===== config.mk =====
export PLATFORM = sky130hd
export DESIGN_NAME = collision_monitor
export DESIGN_NICKNAME = d
export VERILOG_FILES = /design/src/rtl/collision_monitor.sv
export SDC_FILE = /design/constraint.sdc
export NUM_CORES = 1
export LEC_CHECK = 0
export CORE_MARGIN = 2
export CORE_UTILIZATION = 36
export CTS_CLUSTER_SIZE = 40
export DETAILED_ROUTE_END_ITERATION = 6
export PLACE_DENSITY = 0.81
export SYNTH_ARGS = -nofsm -noshare
export SYNTH_HDL_FRONTEND = slang
export SYNTH_SLANG_ARGS = --single-unit

===== constraint.sdc =====
create_clock -name clk -period 1.8 [get_ports clk]
set_input_delay 0.27 -clock clk [delete_from_list [all_inputs] [get_ports clk]]
set_output_delay 0.27 -clock clk [all_outputs]
set_load 0.03 [all_outputs]

===== src/rtl/collision_monitor.sv =====
// collision_monitor
// Watches the frog square against the pixel rows of every hazard lane.
// On a collision it costs a life and asks the frog controller for a respawn,
// then masks further collisions for a grace window. When the last life is
// lost it raises hit/game_over, which freezes the lanes until a restart.
module collision_monitor #(
    parameter int LANES        = 5,
    parameter int LANE_BASE    = 1,
    parameter int LIVES        = 3,
    parameter int GRACE_CYCLES = 64
) (
    input  logic                 clk,
    input  logic                 reset,
    input  logic [16*LANES-1:0]  lane_pixels,
    input  logic [3:0]           frog_row,
    input  logic [3:0]           frog_col,
    input  logic                 start,
    output logic                 hit,
    output logic                 respawn,
    output logic [1:0]           lives,
    output logic                 game_over
);

    // Counter wide enough to hold GRACE_CYCLES-1
    localparam int GW = (GRACE_CYCLES > 2) ? $clog2(GRACE_CYCLES) : 1;
    localparam logic [GW-1:0] GRACE_LOAD = GW'(GRACE_CYCLES - 1);
    localparam logic [1:0]    LIVES_INIT = 2'(LIVES);

    typedef enum logic [1:0] {
        S_PLAY  = 2'd0,
        S_GRACE = 2'd1,
        S_OVER  = 2'd2
    } state_e;

    state_e          state_q;
    logic [1:0]      lives_q;
    logic [GW-1:0]   grace_q;
    logic            respawn_q;
    logic            hit_q;
    logic            game_over_q;

    logic [LANES-1:0] lane_hit;
    logic             overlap;

    // One comparator per lane: the frog is on this lane's row and the pixel
    // under its column is lit. Column 0 maps to bit 15 of the lane row.
    // Rows outside the lane band match no lane, so they never overlap.
    generate
        for (genvar gi = 0; gi < LANES; gi++) begin : g_lane
            logic [15:0] row_w;
            logic        on_row_w;
            assign row_w        = lane_pixels[16*gi +: 16];
            assign on_row_w     = ({1'b0, frog_row} == 5'(LANE_BASE + gi));
            assign lane_hit[gi] = on_row_w && row_w[4'd15 - frog_col];
        end
    endgenerate

    assign overlap = |lane_hit;

    // Game FSM with all outputs registered; respawn is a single-cycle pulse
    // because it is cleared every cycle unless a transition into GRACE fires.
    always_ff @(posedge clk or negedge reset) begin
        if (!reset) begin
            state_q     <= S_PLAY;
            lives_q     <= LIVES_INIT;
            grace_q     <= '0;
            respawn_q   <= 1'b0;
            hit_q       <= 1'b0;
            game_over_q <= 1'b0;
        end else begin
            respawn_q <= 1'b0;
            case (state_q)
                S_PLAY: begin
                    if (overlap) begin
                        if (lives_q > 2'd1) begin
                            lives_q   <= lives_q - 2'd1;
                            respawn_q <= 1'b1;
                            grace_q   <= GRACE_LOAD;
                            state_q   <= S_GRACE;
                        end else begin
                            lives_q     <= 2'd0;
                            hit_q       <= 1'b1;
                            game_over_q <= 1'b1;
                            state_q     <= S_OVER;
                        end
                    end
                end
                S_GRACE: begin
                    // Collisions are ignored; the window lasts GRACE_CYCLES
                    // cycles counting the one where the counter sits at zero.
                    if (grace_q == '0) begin
                        state_q <= S_PLAY;
                    end else begin
                        grace_q <= grace_q - 1'b1;
                    end
                end
                S_OVER: begin
                    if (start) begin
                        lives_q     <= LIVES_INIT;
                        hit_q       <= 1'b0;
                        game_over_q <= 1'b0;
                        respawn_q   <= 1'b1;
                        grace_q     <= GRACE_LOAD;
                        state_q     <= S_GRACE;
                    end
                end
                default: begin
                    state_q <= S_PLAY;
                end
            endcase
        end
    end

    assign hit       = hit_q;
    assign respawn   = respawn_q;
    assign lives     = lives_q;
    assign game_over = game_over_q;

endmodule


After elaboration in Yosys (flattened, before gate mapping)
Index checks and enable logic that the tools add are counted.
Word-level totals
  register bits after elaboration: 12
  word-level logic and storage cells: 69
Cells by class
  add/subtract/negate cells: 3
  $lt $le $gt $ge: 2
  equal/unequal tests: 13
  multiplexer cells: 32
  reduce and logical (&&, ||, !) cells: 14
Operator list (count)
  $mux W6: 4
  $bmux W1 S4: 5
  $pmux W6 S3: 1
  $mux W2: 7
  $ne A2 B2 Y1 const B: 6
  $mux W1: 11
  $eq A4 B2 Y1 const B: 2
  $eq A4 B3 Y1 const B: 2
  $logic_not A6 Y1: 1
  $pmux W2 S3: 1
  $reduce_and A3 Y1: 2
  $sub A6 B1 Y6 const B: 1
  $logic_and A1 B1 Y1: 5
  $lt A4 B5 Y1 const B: 1
  $reduce_and A5 Y1: 1
  $reduce_or A5 Y1: 1
  $eq A4 B1 Y1 const B: 1
  $pmux W1 S2: 2
  $pmux W2 S2: 1
  $reduce_and A4 Y1: 1
  $sub A4 B4 Y4 const A: 1
  $reduce_bool A3 Y1: 1
  $eq A2 B1 Y1 const B: 1
  $eq A2 B2 Y1 const B: 1
  other kinds (4): 4

Logic depth before layout (Yosys ltp)
Gate-level depths: netlist of the first run.
  depth in word-level cells: 7
  depth in mapped cells: 9
  depth with buffers taken out: 7

Worst setup path before layout of the first run
Ideal clock, no wire load.
  path type: input port to flip-flop
  start: input frog_col[1]
  end: register grace_q[3]
  library setup time: 126 ps
  arrival: 2197 ps
  slack: -524 ps
  stages: 9
  cells stage by stage: clkbuf_1 -> buf_4 -> mux4_1 -> mux2i_1 -> o22ai_1 -> or2_1 -> o31ai_4 -> inv_2 -> o32a_1
On the way
  longest elaborated chain between the ends: 7
Ends and longest elaborated chain
  start, declared: line 16  | input logic [3:0] frog_col,
  $sub A4 B4 Y4 *: line 54  | assign lane_hit[gi] = on_row_w && row_w[4'd15 - frog_col];
  $bmux W1 S4: line 54
  $mux W1 (implied by the code): line 54
  $logic_and A1 B1 Y1: line 54
  $reduce_or A5 Y1 *: line 58  | assign overlap = |lane_hit;
  $ne A2 B2 Y1 (no line) *
  $reduce_and A5 Y1 (no line) *
  end signal, assigned: line 94  | grace_q <= grace_q - 1'b1;
  end, declared: line 37  | logic [GW-1:0] grace_q;
Every way passes the cells marked *; elsewhere a longest branch is shown, timed or not. The select of a mux whose other input is x is not followed.
A chain may end at the register's enable or synchronous reset.

Worst setup path in the final report of the first run
  start: input frog_col[0]
  end: register grace_q[4]
Same word-level chain as after synthesis.

==> impl_metrics.env, run 1 <==
export IMPL_cts_sinks=12
export IMPL_p_comb_share_pct=56.9
export IMPL_hpwlAfterDp_mm=3.881
export IMPL_setup_worst_path_start_class="input pin"
export IMPL_totalWireLength_mm=5.490
export IMPL_grt_pass1_wl_mm=8.418
export IMPL_core_area_mm2=0.003943
export IMPL_grt_max_degree=13
export IMPL_grt_pass1_vias=1813
export IMPL_rrSetupSlack_ns=0.09
export IMPL_io_buffers=95
export IMPL_routabilityCongestion=0.8023
export IMPL_fin_crit_ns=2.190
export IMPL_cp_required_ns=1.93
export IMPL_cts_root_buf="clkbuf_8"
export IMPL_internal_power_mw=1.166
export IMPL_ios=96
export IMPL_ant_nets=0
export IMPL_r2r_worst_path_cells=7
export IMPL_setup_viol=12
export IMPL_layout_common_cells="dlygate4sd2_1, clkdlybuf4s50_1, buf_4, mux4_2, nor2_1"
export IMPL_routed_via_density=5.494
export IMPL_die_h_um=67.55
export IMPL_dr_pass1_iters=4
export IMPL_gr_usage_met1_pct=25.92
export IMPL_avgSynthCellArea_um2=10.54
export IMPL_status="complete, but fails checks"
export IMPL_max_freq_mhz=456.7
export IMPL_cts_tree="done"
export IMPL_end_kind="register"
export IMPL_slew_violations=0
export IMPL_power_frac_clock_pct=13.8
export IMPL_antenna_found_initial=0
export IMPL_hold_class="in -> async"
export IMPL_cp_arrival_ns=2.32
export IMPL_cts_path_max_buffers=2
export IMPL_grt_busiest_layer="met2"
export IMPL_violations="negative setup slack"
export IMPL_sw_frac_of_total_pct=39.06
export IMPL_wire_per_inst_um=17.71
export IMPL_rr_endpoint="grace_q[0]$_DFFE_PN0P_"
export IMPL_syn_num_nets=230
export IMPL_seq_area_frac_synth_pct=20.83
export IMPL_worstMarginPinSlew_ns=0.5934
export IMPL_reg2reg_from="grace_q[0]$_DFFE_PN0P_"
export IMPL_multi_input_area_mm2=0.001079
export IMPL_power_mw=1.914
export IMPL_vdd_drop_max_uv=343.3
export IMPL_cts_htree_levels=1
export IMPL_tns_ns=-2.897
export IMPL_yosysUniqueCellTypes=40
export IMPL_cts_buffers=3
export IMPL_clk_pin_slew_ns=0.05
export IMPL_start_util_pct=36.88
export IMPL_slew_limit_headroom_pct=60.44
export IMPL_drtIter0Drc=115
export IMPL_gr_usage_met3_pct=7.167
export IMPL_cp_endpoint="grace_q[4]$_DFFE_PN0P_"
export IMPL_cts_hold_buffers=0
export IMPL_drv_cap=0
export IMPL_seqCellArea_um2=302.8
export IMPL_ys_warn_count=0
export IMPL_num_antenna_cells=0
export IMPL_num_nets_final=353
export IMPL_vias=1703
export IMPL_syn_instance_count=138
export IMPL_final_common_cell="dlygate4sd2_1"
export IMPL_skew_ns=0.003463
export IMPL_setup_ws_ns=-0.3897
export IMPL_finalCritPeriodShare_pct=121.6
export IMPL_grt_ovfl_total=0
export IMPL_fillCellCount=273
export IMPL_grt_total_usage_pct=25.24
export IMPL_worst_path_max_fanout=8
export IMPL_p_leak_nw=1.282
export IMPL_worstSetupStartpoint="frog_col[0]"
export IMPL_rsz0062_at_grt="yes"
export IMPL_die_area_mm2=0.004563
export IMPL_finalHoldViolations=0
export IMPL_drc=0
export IMPL_worstSkewPairLatency_ns=0.25
export IMPL_ys_seq_elements=12
export IMPL_num_rows=23
export IMPL_seq_power_share_pct=29.3
export IMPL_syn2layout_area_growth_pct=90.88
export IMPL_p_switching_mw=0.7477
export IMPL_dieWidth_um=67.55
export IMPL_power_density_mw_per_mm2=689.7
export IMPL_use_met2_pct=45.10
export IMPL_drive_above_1_share_pct=28.08
export IMPL_crit_type="in -> reg"
export IMPL_syn_area_mm2=0.001454
[sequential cells by signal (all words and copies together) (netlist names)]
| signal | cells |
|---|---|
| lives | 2 |
| game_over | 1 |
| state_q | 2 |
| respawn | 1 |
| grace_q | 6 |
[routing by layer]
| layer | up-vias | routed length [um] | part of all wire (%) |
|---|---|---|---|
| li1 | 788 | - | - |
| met1 | 797 | 1905 | 35 |
| met2 | 99 | 2895 | 53 |
| met3 | 19 | 466 | 8.5 |
| met4 | 0 | 223 | 4.1 |
| met5 | - | 0 | 0 |
[how the worst min path moves through the flow]
stage               cells past startpoint              startpoint  slack (ns)                      to
floorplan                               0                   reset       -0.03   game_over$_DFFE_PN0P_
global placement                        2    lives[1]$_DFFE_PN1P_        0.56    lives[1]$_DFFE_PN1P_
detailed placement                      1  state_q[0]$_DFFE_PN0P_        0.57  state_q[1]$_DFFE_PN0P_
CTS                                     1                   reset        0.40  grace_q[5]$_DFFE_PN0P_
global route                            1                   reset        0.44  grace_q[5]$_DFFE_PN0P_
finish                                  1                   reset        0.39  grace_q[5]$_DFFE_PN0P_
[kinds of logic after synthesis]
group                    after synthesis  share of synthesized area (%)
AND/OR/NAND/NOR                       53                          20.31
XOR/XNOR                               2                          1.205
adder cells (fa/ha/maj)                1                         0.8604
flip-flops                            12                          20.83
multiplexers                          27                          37.44
AO/OA/AOI/OAI                         28                          14.11
buffers and inverters                 15                          5.249
[power groups by stage]
stage                     Sequential [mW]  Combinational [mW]  Clock, mW
after floorplan                     0.579               0.578          0
after global placement              0.550               0.983          0
after detailed placement            0.560                1.02          0
after CTS                           0.555                1.06      0.267
after global routing                0.580                1.18      0.275
final                               0.561                1.09      0.264
[per-stage QoR]
stage          std cells  instance area [um^2]  hold WS (ns)  utilization [%]  setup WS, ns
2_1_floorplan        138                  1451      -0.02559                -       -0.3629
3_3_place_gp         289                  2529        0.5630            64.14        -1.007
3_5_place_dp         289                  2529        0.5707            64.14        -1.096
4_1_cts              308                  2680        0.3991            67.98       -0.3349
5_1_grt              310                  2775        0.4406            70.39       -0.4295
6_report             310                  2775        0.3870            70.39       -0.3897
[cell usage after synthesis, drive strengths merged]
master    n  share of area (%)
a211oi    1               0.52
o21ai     2               0.69
mux2i     9                6.2
a31oi     4                1.7
nand4bb   1               0.77
nand2b    7                3.0
o32a      2                1.4
buf       5                2.7
inv       6                1.5
nand4     2               0.86
nor2b     5                2.2
a221o     1               0.69
nor3      5                1.7
or2       3                1.3
dfrtp    10                 17
a21o      1               0.52
dfstp     2                3.6
and2      1               0.43
ha        1               0.86
and4      1               0.60
o31ai     1                1.5
nor2     14                3.6
a31o      1               0.60
nor4b     1               0.60
nand3     4                1.4
nand3b    3                1.5
xor2      2                1.2
clkbuf    4                1.0
nor3b     3                1.5
o22ai     2               0.86
a21oi     8                2.8
mux4     18                 31
nand2     3               0.77
a22oi     5                2.9
[critical path, stage by stage]
cell	delay (ns)
buf_8	0.09
buf_12	0.13
buf_6	0.09
mux4_2	0.49
mux2i_2	0.21
o22ai_2	0.12
or2_1	0.27
o31ai_4	0.25
inv_2	0.07
o32a_1	0.33
[final cells by class]
type                            count  share of cell area [%]
Timing Repair Buffer              127                   45.54
Multi-Input combinational cell    111                   38.86
Sequential cell                    12                   10.91
Tap cell                           50                   2.254
Clock buffer                        4                   1.623
Inverter                            6                  0.8115
[repair_timing]
item                                   CTS  global route
endpoints found under the hold margin    0             0
buffers inserted                        14             4
gates resized for setup                 74            24
pin swaps                               13             8
setup endpoints to repair               12            12
gates cloned                             2             0
Power figures use the tool's default switching activity.
==> inputs of run 2 (changes only) <==
Settings changed: PLACE_DENSITY 0.81 to 0.78.
Clock period 1.8 ns to 2.15 ns, I/O delays scaled along.
==> run 2 against run 1 <==
Sequential share of layout area rose by 0.33 points. Die area did not move. The run now ends clean. Global-route usage fell by 3.4 points. Clock skew rose by 0.0025 ns. Cell count fell by 1.6%. Wire length fell by 13%. Setup slack improved by 0.39 ns. Critical path type unchanged. Register-to-register slack improved by 0.33 ns. Worst hold slack improved by 0.041 ns. First-iteration DRC count fell by 23%.
==> impl_metrics.env, run 2 (same netlist as run 1, synthesis figures left out) <==
export IMPL_place_ws_ns=-0.7805
export IMPL_worst_path_buf_inv=4
export IMPL_cp_required_ns=2.29
export IMPL_critPathTopFamily="compound AO/OA/AOI/OAI gates"
export IMPL_critical_path_most_common_cell="buf_12"
export IMPL_routabilityCongestion=0.7809
export IMPL_cts_tree="done"
export IMPL_end_kind="register"
export IMPL_cpPeakStageDelay_ns=0.50
export IMPL_syn2layout_area_growth_pct=85.28
export IMPL_cts_buffers=3
export IMPL_core_area_mm2=0.003943
export IMPL_regMostFlops="grace_q"
export IMPL_clk_pin_slew_ns=0.06
export IMPL_rsz0062_at_grt="yes"
export IMPL_final_common_cell="dlygate4sd2_1"
export IMPL_fillCellCount=312
export IMPL_routed_via_density=5.390
export IMPL_finalCritPeriodShare_pct=99.84
export IMPL_path_cells="buf_12 > buf_12 > buf_6 > mux4_2 > a22oi_2 > o22ai_2 > or2_1 > o31ai_4 > inv_2 > o32a_1"
export IMPL_crit_slowest_cell="mux4_2"
export IMPL_die_area_mm2=0.004563
export IMPL_ios=96
export IMPL_vias=1644
export IMPL_grt_total_usage_pct=21.87
export IMPL_finalHoldViolations=0
export IMPL_cts_hold_buffers=0
export IMPL_worstSkewPairLatency_ns=0.25
export IMPL_hold_class="in -> async"
export IMPL_num_rows=23
export IMPL_wire_per_inst_um=15.57
export IMPL_drc=0
export IMPL_skew_ns=0.005966
export IMPL_max_freq_mhz=465.8
export IMPL_cts_root_buf="clkbuf_8"
export IMPL_largest_register_ffs=6
export IMPL_setup_ws_ns=0.003368
export IMPL_worstMarginPinSlew_ns=0.5896
export IMPL_holdWs_ns=0.4281
export IMPL_start_util_pct=36.88
export IMPL_power_mw=1.557
export IMPL_hpwlAfterDp_mm=3.639
export IMPL_fin_crit_ns=2.147
export IMPL_grt_pass1_vias=1658
export IMPL_cts_htree_levels=1
export IMPL_drtIter0Drc=89
export IMPL_dieWidth_um=67.55
export IMPL_num_antenna_cells=0
export IMPL_slew_limit_headroom_pct=60.69
export IMPL_setup_worst_path_start_class="input pin"
export IMPL_worst_path_max_fanout=8
export IMPL_totalWireLength_mm=4.750
export IMPL_setup_viol=0
export IMPL_ant_nets=0
export IMPL_grt_ovfl_total=0
export IMPL_crit_type="in -> reg"
export IMPL_cts_path_max_buffers=2
export IMPL_die_h_um=67.55
export IMPL_drv_cap=0
export IMPL_antenna_found_initial=0
export IMPL_slew_violations=0
export IMPL_power_density_mw_per_mm2=578.1
export IMPL_status="finished clean"
export IMPL_cts_sinks=12
export IMPL_layout_common_cells="dlygate4sd2_1, clkdlybuf4s50_1, buf_4, mux4_2, nor2_1"
export IMPL_p_leak_nw=1.229
export IMPL_num_nets_final=348
export IMPL_final_core_util_pct=68.33
export IMPL_grt_max_degree=13
export IMPL_drive_above_1_share_pct=24.71
export IMPL_cp_arrival_ns=2.28
export IMPL_dr_pass1_iters=4
export IMPL_vdd_drop_max_uv=226.9
export IMPL_grt_pass1_wl_mm=7.486
export IMPL_io_buffers=95
[run 2: area by class of cell]
type / instances / area [um^2] / area share [%]
repair buffers: 122 / 1185 / 43.99
multi-input cells: 111 / 1076 / 39.94
flip-flops and latches: 12 / 302.8 / 11.24
well taps: 50 / 62.56 / 2.322
clock buffers: 4 / 45.04 / 1.672
inverters: 6 / 22.52 / 0.8360
[run 2: metrics by stage]
stage	instance area [um^2]	setup TNS, ns	cells
2_1_floorplan	1451	-0.1311	138
3_3_place_gp	2524	-6.514	290
3_5_place_dp	2524	-7.322	290
4_1_cts	2635	-0.02170	303
5_1_grt	2694	-0.1465	305
6_report	2694	0	305
[run 2: worst paths after layout]
check,from,to,slack [ns],cells after the start
max,frog_col[0],grace_q[4]$_DFFE_PN0P_,0.003,10
min,reset,grace_q[5]$_DFFE_PN0P_,0.43,1
max reg2reg,grace_q[0]$_DFFE_PN0P_,grace_q[0]$_DFFE_PN0P_,0.42,7
min reg2reg,lives[1]$_DFFE_PN1P_,lives[1]$_DFFE_PN1P_,0.58,2
max in group asynchronous,reset,lives[0]$_DFFE_PN1P_,1.35,1
min in group clk,lives[1]$_DFFE_PN1P_,lives[1]$_DFFE_PN1P_,0.58,2
[run 2: what timing repair did]
action / 4_1_cts / 5_1_grt
buffers inserted: 7 / 2
setup endpoints to repair: 12 / 4
pin swaps: 15 / 8
resized for setup: 89 / 11
gates cloned: 2 / 0
[run 2: layer usage]
layer / vias up / wire length [um] / GRT usage, %
met5: - / 0 / 0
met4: 0 / 98 / 8.418
met1: 781 / 1763 / 25.84
li1: 771 / - / -
met3: 11 / 354 / 4.167
met2: 81 / 2534 / 38.85
[run 2: report_power, final]
| part | total (mW) | switching [mW] | internal [mW] |
|---|---|---|---|
| Combinational | 0.869 | 0.384 | 0.484 |
| Clock | 0.221 | 0.0899 | 0.131 |
| Sequential | 0.468 | 0.126 | 0.342 |
==> inputs of run 3 (changes only) <==
Settings changed: ABC_CLOCK_PERIOD_IN_PS from default to 2150.
==> results of run 3 <==
No change in the layout: final DEF, timing and power equal those of run 2.
